[src/rtl/fifo_stream_pkg.sv]
// Shared state encoding and sizing helpers for the FIFO stream reader.
// Used by fifo_stream_reader and, when STREAM_LAST_EN is defined, frame_beat_counter.
package fifo_stream_pkg;

    typedef enum logic {
        IDLE = 1'b0,
        SEND = 1'b1
    } state_e;

    // Number of narrow beats carried by one FIFO word.
    function automatic int calc_ratio(input int in_width, input int out_width);
        return in_width / out_width;
    endfunction

    // Index width for a count of n, never narrower than one bit.
    function automatic int calc_idx_w(input int n);
        return (n <= 2) ? 1 : $clog2(n);
    endfunction

endpackage

[src/rtl/frame_beat_counter.sv]
// Counts accepted stream beats and flags the final beat of each BURST_LEN frame.
// Compiled only when STREAM_LAST_EN is defined, which is the only build that uses it.
`ifdef STREAM_LAST_EN
module frame_beat_counter
    import fifo_stream_pkg::*;
#(
    parameter int BURST_LEN = 16
) (
    input  logic read_clk,
    input  logic read_rst_n,
    input  logic accept,
    output logic last
);

    localparam int             CNT_W   = calc_idx_w(BURST_LEN);
    localparam logic [CNT_W-1:0] CNT_MAX = CNT_W'(BURST_LEN - 1);

    logic [CNT_W-1:0] beat_cnt_q;
    logic [CNT_W-1:0] beat_cnt_d;

    assign last = (beat_cnt_q == CNT_MAX);

    always_comb begin
        beat_cnt_d = beat_cnt_q;
        if (accept) begin
            beat_cnt_d = last ? '0 : beat_cnt_q + CNT_W'(1);
        end
    end

    always_ff @(posedge read_clk) begin
        if (!read_rst_n) begin
            beat_cnt_q <= '0;
        end else begin
            beat_cnt_q <= beat_cnt_d;
        end
    end

endmodule
`endif

[src/rtl/fifo_stream_reader.sv]
// Drains wide FIFO words into a narrow valid/ready stream, LSB slice first, popping back-to-back.
// Define STREAM_LAST_EN to add beat counting and the m_last frame marker port.
module fifo_stream_reader
    import fifo_stream_pkg::*;
#(
    parameter int IN_WIDTH  = 512,
    parameter int OUT_WIDTH = 64,
    parameter int BURST_LEN = 16
) (
    input  logic                 read_clk,
    input  logic                 read_rst_n,
    input  logic                 run,
    input  logic                 fifo_empty,
    input  logic [IN_WIDTH-1:0]  fifo_data,
    output logic                 fifo_rd_en,
    output logic                 m_valid,
    input  logic                 m_ready,
    output logic [OUT_WIDTH-1:0] m_data,
`ifdef STREAM_LAST_EN
    output logic                 m_last,
`endif
    output logic                 busy
);

    localparam int                     RATIO       = calc_ratio(IN_WIDTH, OUT_WIDTH);
    localparam int                     SLICE_IDX_W = calc_idx_w(RATIO);
    localparam logic [SLICE_IDX_W-1:0] LAST_IDX    = SLICE_IDX_W'(RATIO - 1);

    state_e                  state_q, state_d;
    logic [SLICE_IDX_W-1:0]  slice_idx_q, slice_idx_d;
    logic [IN_WIDTH-1:0]     word_q, word_d;

    logic [RATIO-1:0][OUT_WIDTH-1:0] slices;
    logic accept;
    logic last_slice;
    logic pop;

    assign slices     = word_q;
    assign m_valid    = (state_q == SEND);
    assign busy       = (state_q == SEND);
    assign m_data     = slices[slice_idx_q];
    assign accept     = m_valid & m_ready;
    assign last_slice = (slice_idx_q == LAST_IDX);

    // A refill pop can coincide with the last-slice accept, which is what removes the bubble.
    assign pop        = run & ~fifo_empty & ((state_q == IDLE) | (accept & last_slice));
    assign fifo_rd_en = pop & read_rst_n;

    // NOTE: every always_comb output gets its hold value first, so no path can infer a latch.
    always_comb begin
        state_d     = state_q;
        slice_idx_d = slice_idx_q;
        word_d      = word_q;
        if (pop) begin
            word_d      = fifo_data;
            slice_idx_d = '0;
            state_d     = SEND;
        end else if (accept) begin
            if (last_slice) begin
                state_d     = IDLE;
                slice_idx_d = '0;
            end else begin
                slice_idx_d = slice_idx_q + SLICE_IDX_W'(1);
            end
        end
    end

    // NOTE: sequential state uses non-blocking assignments; the data word is cleared on reset
    // too, so m_data is deterministic straight out of reset.
    always_ff @(posedge read_clk) begin
        if (!read_rst_n) begin
            state_q     <= IDLE;
            slice_idx_q <= '0;
            word_q      <= '0;
        end else begin
            state_q     <= state_d;
            slice_idx_q <= slice_idx_d;
            word_q      <= word_d;
        end
    end

`ifdef STREAM_LAST_EN
    logic beat_last;

    frame_beat_counter #(
        .BURST_LEN (BURST_LEN)
    ) u_frame_beat_counter (
        .read_clk   (read_clk),
        .read_rst_n (read_rst_n),
        .accept     (accept),
        .last       (beat_last)
    );

    assign m_last = m_valid & beat_last;
`endif

endmodule

[config.mk]
export PLATFORM = sky130hd
export DESIGN_NAME = fifo_stream_reader
export DESIGN_NICKNAME = d
export VERILOG_FILES = /design/src/rtl/fifo_stream_pkg.sv /design/src/rtl/frame_beat_counter.sv /design/src/rtl/fifo_stream_reader.sv
export SDC_FILE = /design/constraint.sdc
export NUM_CORES = 1
export LEC_CHECK = 0
export CORE_AREA = 4 4 227 229
export CTS_BUF_LIST = sky130_fd_sc_hd__clkbuf_4 sky130_fd_sc_hd__clkbuf_8 sky130_fd_sc_hd__clkbuf_16
export DETAILED_ROUTE_END_ITERATION = 8
export DIE_AREA = 0 0 231 233
export GPL_TIMING_DRIVEN = 0
export PLACE_DENSITY_LB_ADDON = 0.05
export SYNTH_ARGS = -nofsm -noshare
export SYNTH_HDL_FRONTEND = slang
export SYNTH_SLANG_ARGS = --single-unit
[constraint.sdc]
create_clock -name read_clk -period 3.71 [get_ports read_clk]
set_clock_uncertainty 0.05 [all_clocks]
set_input_delay 0.742 -clock read_clk [delete_from_list [all_inputs] [get_ports read_clk]]
set_output_delay 0.742 -clock read_clk [all_outputs]
set_load 0.01 [all_outputs]
# == Yosys cells after proc, flatten, opt, wreduce, memory -nomap -nowiden ==
# Index checks and enable logic that the tools add are counted.
# totals
register_bits,516
input_bits,517
out_inout_bits,67
wordCells,25
# classes
addsub,1
magnitude_cmp,1
eq_ne,1
n_mux,6
bitwise_logic,9
reduce_logical,4
# op_table
op,n
binary-select mux 64 bit (select 3 bit),1
two-way mux 64 bit,1
bitwise AND 1 bit,5
"less-than comparator 3 x 4 -> 1 bit, second input constant",1
nonzero test 2 bit,2
"adder 3 x 1 -> 3 bit, second input constant",1
"equality test 3 bit, second input constant",1
two-way mux 1 bit,3
two-way mux 3 bit,1
inverter 1 bit,3
AND reduction 2 bit,1
OR reduction 2 bit,1
OR 1 bit,1

# == Longest topological paths before layout ==
# logic_depth
depth_word,6
ltp_mapped,8
mapped_depth_nobuf,5

# == Least setup slack after synthesis ==
# Ideal clock, no wire load.
# synth_path
path_type,register to output
start,register slice_idx_q[0]
end,output port m_data[0]
arrival_ps,1589
required_time_ps,2918
slack_ps,1329
stages_incl_launch_ff,6
path_buffers,3
cell_sequence,dfxtp_1 > clkbuf_1 > buf_6 > buf_6 > mux4_2 > mux2_2
# synth_via
elab_chain_cells,2
# synth_lines
item,line,rtl
"start, declared",fifo_stream_reader.sv:30,"logic [SLICE_IDX_W-1:0] slice_idx_q, slice_idx_d;"
"start signal, assigned",fifo_stream_reader.sv:77,slice_idx_q <= slice_idx_d;
binary-select mux 64 bit (select 3 bit),fifo_stream_reader.sv:41,assign m_data = slices[slice_idx_q];
two-way mux 64 bit (implied by the code),fifo_stream_reader.sv:41,
"end, declared",fifo_stream_reader.sv:18,"output logic [OUT_WIDTH-1:0] m_data,"
# No other way between the ends. The select of a mux whose other input is x is not followed.

# == Final worst setup path ==
# layout_path
start,register slice_idx_q[0]
end,output port m_data[54]
# Same word-level chain as after synthesis.

==> results.md <==
* Status: finished, final reports clean
* Worst skew pair latency at 0.60 ns
* WHS Endpoint: slices[113]$_SDFFE_PN0P_
* Post-synth ARST share at 0%
* Placed Instances at 2647
* Arrival @ worst endpoint at 2.83 ns
* Final Hold Viols at 0
* Dpl ws at -0.1798 ns
* Total GRT Usage at 28.08%
* Avg Inst Size Synth at 13.89 sq um
* Worst Setup End Kind: output port
* CORE AREA at 49660 sq um
* Met3 routed wirelength at 6756 microns
* Final setup TNS at 0 ns
* Clk sinks at 516
* Vias post-DR at 15463
* Mapped Area at 19330 sq um
* DR iter-0 viols at 1128
* FF+latch area at 10330 sq um
* Crit path cell chain: clkbuf_8 -> buf_12 -> buf_6 -> mux4_2 -> mux2_2 -> clkdlybuf4s50_1
* Total power at 0.01318 W
* Nets at 2551
* Total Wirelength at 78970 microns
* Wire per inst at 28.48 microns
* Setup crit start: slice_idx_q[0]$_SDFFE_PP0N_
* Initial antenna violation count at 50
* P_int at 0.01015 W
* Die X at 231 microns
* CTS tree: done
* Most frequent cells in the layout: 549 x clkdlybuf4s50_1, 516 x dfxtp_1, 512 x a22o_1
* Max stage delay cell, worst path: mux4_2
* Req. time, crit path at 2.92 ns
* FMAX at 0.2764 GHz
* Clock-pin transition on the worst setup and hold timing paths at 0.06 ns
* Most common cell after layout, fill and taps aside: clkdlybuf4s50_1
* Worst setup SP type: flop
* Post CTS Setup Buffer Count at 0
* Seq pwr share at 45.2%
* Root Driver: clkbuf_16
* Htree depth at 2
* R2R cell count at 8
* Row cnt at 82
* Max VDD drop at 0.3348 mV
* Drt drc at 0
* Initial core utilization at 38.93%
* Port bufs at 583
* Pleak at 11.21 nW
* Period Utilization, post-route at 97.52%
* Dominant cells by area after synthesis: dfxtp_1 53%, a22o_1 23%, mux4_2 15%
* Gpl congestion at 0.8640
* Post-Route M1 WL at 31560 microns
* DIE HEIGHT at 233 microns
* Die area at 53820 sq um
* Max-slew violation count at 0
* Worst-path maximum fanout at 10
* Kind of critical path: flop to output port
* Routed vias/inst at 5.576
* Via count of the first global-routing pass at 16230
* Max incr delay on CP at 0.53 ns
* Largest net degree at the start of global routing at 19
* Register bit total from synthesis at 516
* Max Cap Viol at 0
* RR Endpoint: slices[21]$_SDFFE_PN0P_
* Number of iterations in the first detailed-routing pass at 5
* Hold depth at 1
* # hold bufs at CTS at 0
* Ys flop type: dfxtp_1
* Area leader, netlist: dfxtp_1
* Fill count at 4192
* CTS Buf Count at 55
* Clock tree buffer depth at 3
* Syn nets at 1911
* Worst Setup Slack, final at 0.09201 ns
* Pwr dens at 469.2 nW/um^2
* Post-DRT Antenna Nets at 0
* Final Util at 56.55%
* Reg2reg setup slack at 1.13 ns
* I/O pin total at 584
* Reg2reg start: slice_idx_q[1]$_SDFFE_PP0N_
* # setup viols final at 0
* Top Layer Used: met5
* Area of the multi-input gates at 8205 sq um
* Min Tclk post-route at 3.618 ns
* Worst-margin pin slew at 0.8030 ns
* Logic pwr share at 11.6%
* Slew margin rel. at 46.47%
* First-pass GRT wire length at 111400 microns
* Seq/Total Area, Yosys at 53.43%
* EDFF count, synth at 0
* Type of the most critical hold path: flop to flop
* Switching fraction of total power at 22.95%
* Yosys warnings at 0
* Clk pwr share at 43.1%
* DP HPWL at 58510 microns
* Area Growth Syn to Fin at 45.25%
* Startpoint of the worst hold path: slices[113]$_SDFFE_PN0P_
* Distinct cell type count after synthesis at 21
* Grt total ovfl at 0
* Post-Layout Cell Count at 2773
* Unrepaired setup endpoints after global routing: no
* Sw power at 0.003023 W
* Area share of the leading cell type in the synthesized netlist at 53.43%
* Syn Inst Count at 1392
* Wire length on met2 at 38050 microns
* Layout cells sized above 1 at 20.85%
## stage by stage
| step | area, sq um | hold WS, ns |
|---|---|---|
| 2_1_floorplan | 19330 | 0.3869 |
| 3_3_place_gp | 26010 | 0.4004 |
| 3_5_place_dp | 26010 | 0.3997 |
| 4_1_cts | 27970 | 0.4194 |
| 5_1_grt | 28070 | 0.4289 |
| 6_report | 28080 | 0.4164 |
## timing repair
item | in CTS | in global routing
cloned | 1 | 0
resized for setup | 60 | 14
endpoints found under the setup margin | 65 | 24
## cell type report
class / count / area share, %
Tap cell: 672 / 2.994
Sequential cell: 516 / 36.79
Timing Repair Buffer: 584 / 20.88
Buffer: 150 / 3.190
Inverter: 1 / 0.01337
Clock inverter: 11 / 0.4768
Clock buffer: 86 / 6.176
Antenna cell: 29 / 0.2584
Multi-Input combinational cell: 724 / 29.22
## power groups by stage
stage	Combinational [W]	Clock (W)	Sequential [W]
finish	0.00153	0.00568	0.00596
global route	0.00162	0.00597	0.00599
CTS	0.00154	0.00575	0.00596
detailed placement	0.00153	0	0.00607
global placement	0.00152	0	0.00607
floorplan	0.000642	0	0.00602
## worst max path at each step
stage	endpoint	slack, ns	depth (start not counted)
after floorplan	m_data[0]	1.33	5
after global placement	fifo_rd_en	-0.16	6
after detailed placement	fifo_rd_en	-0.18	6
after CTS	m_data[39]	-0.03	6
after global routing	m_data[54]	0.01	6
final	m_data[54]	0.09	6
## cell usage after synthesis, types with 2 or more instances
master / n
a21oi_1: 3
nand3_1: 2
mux2_2: 64
nand2_1: 5
nor2_1: 2
dfxtp_1: 516
mux4_2: 128
buf_2: 112
ha_1: 2
buf_6: 11
a22o_1: 512
buf_1: 11
clkbuf_1: 16
## metal layers
metal | up-vias | track usage (%)
li1 | 6927 | -
met1 | 7714 | 34.63
met2 | 640 | 45.99
met3 | 144 | 9.341
met4 | 38 | 10.43
met5 | - | 0
## registers in the layout (all words and copies together) (netlist names)
name and count:
busy 1, slice_idx_q 3, slices 512
## cells by family (layout without fill, tap and decap cells)
kind of cell	Yosys count	count (layout)	synth area share, %
multiplexers	193	193	18.69
buffers and inverters	152	832	4.123
flip-flops	516	516	53.43
AND/OR/NAND/NOR	11	11	0.2460
adder cells (fa/ha/maj)	2	2	0.1294
other	0	29	0
AO/OA/AOI/OAI	518	518	23.38
## critical path, delay by kind of cell, from the launching register on
family   cells  cell delay [ns]
buf+inv      4             1.01
flops        1             0.35
mux          2             0.85
Note: power is estimated with default switching activity, not from simulation.
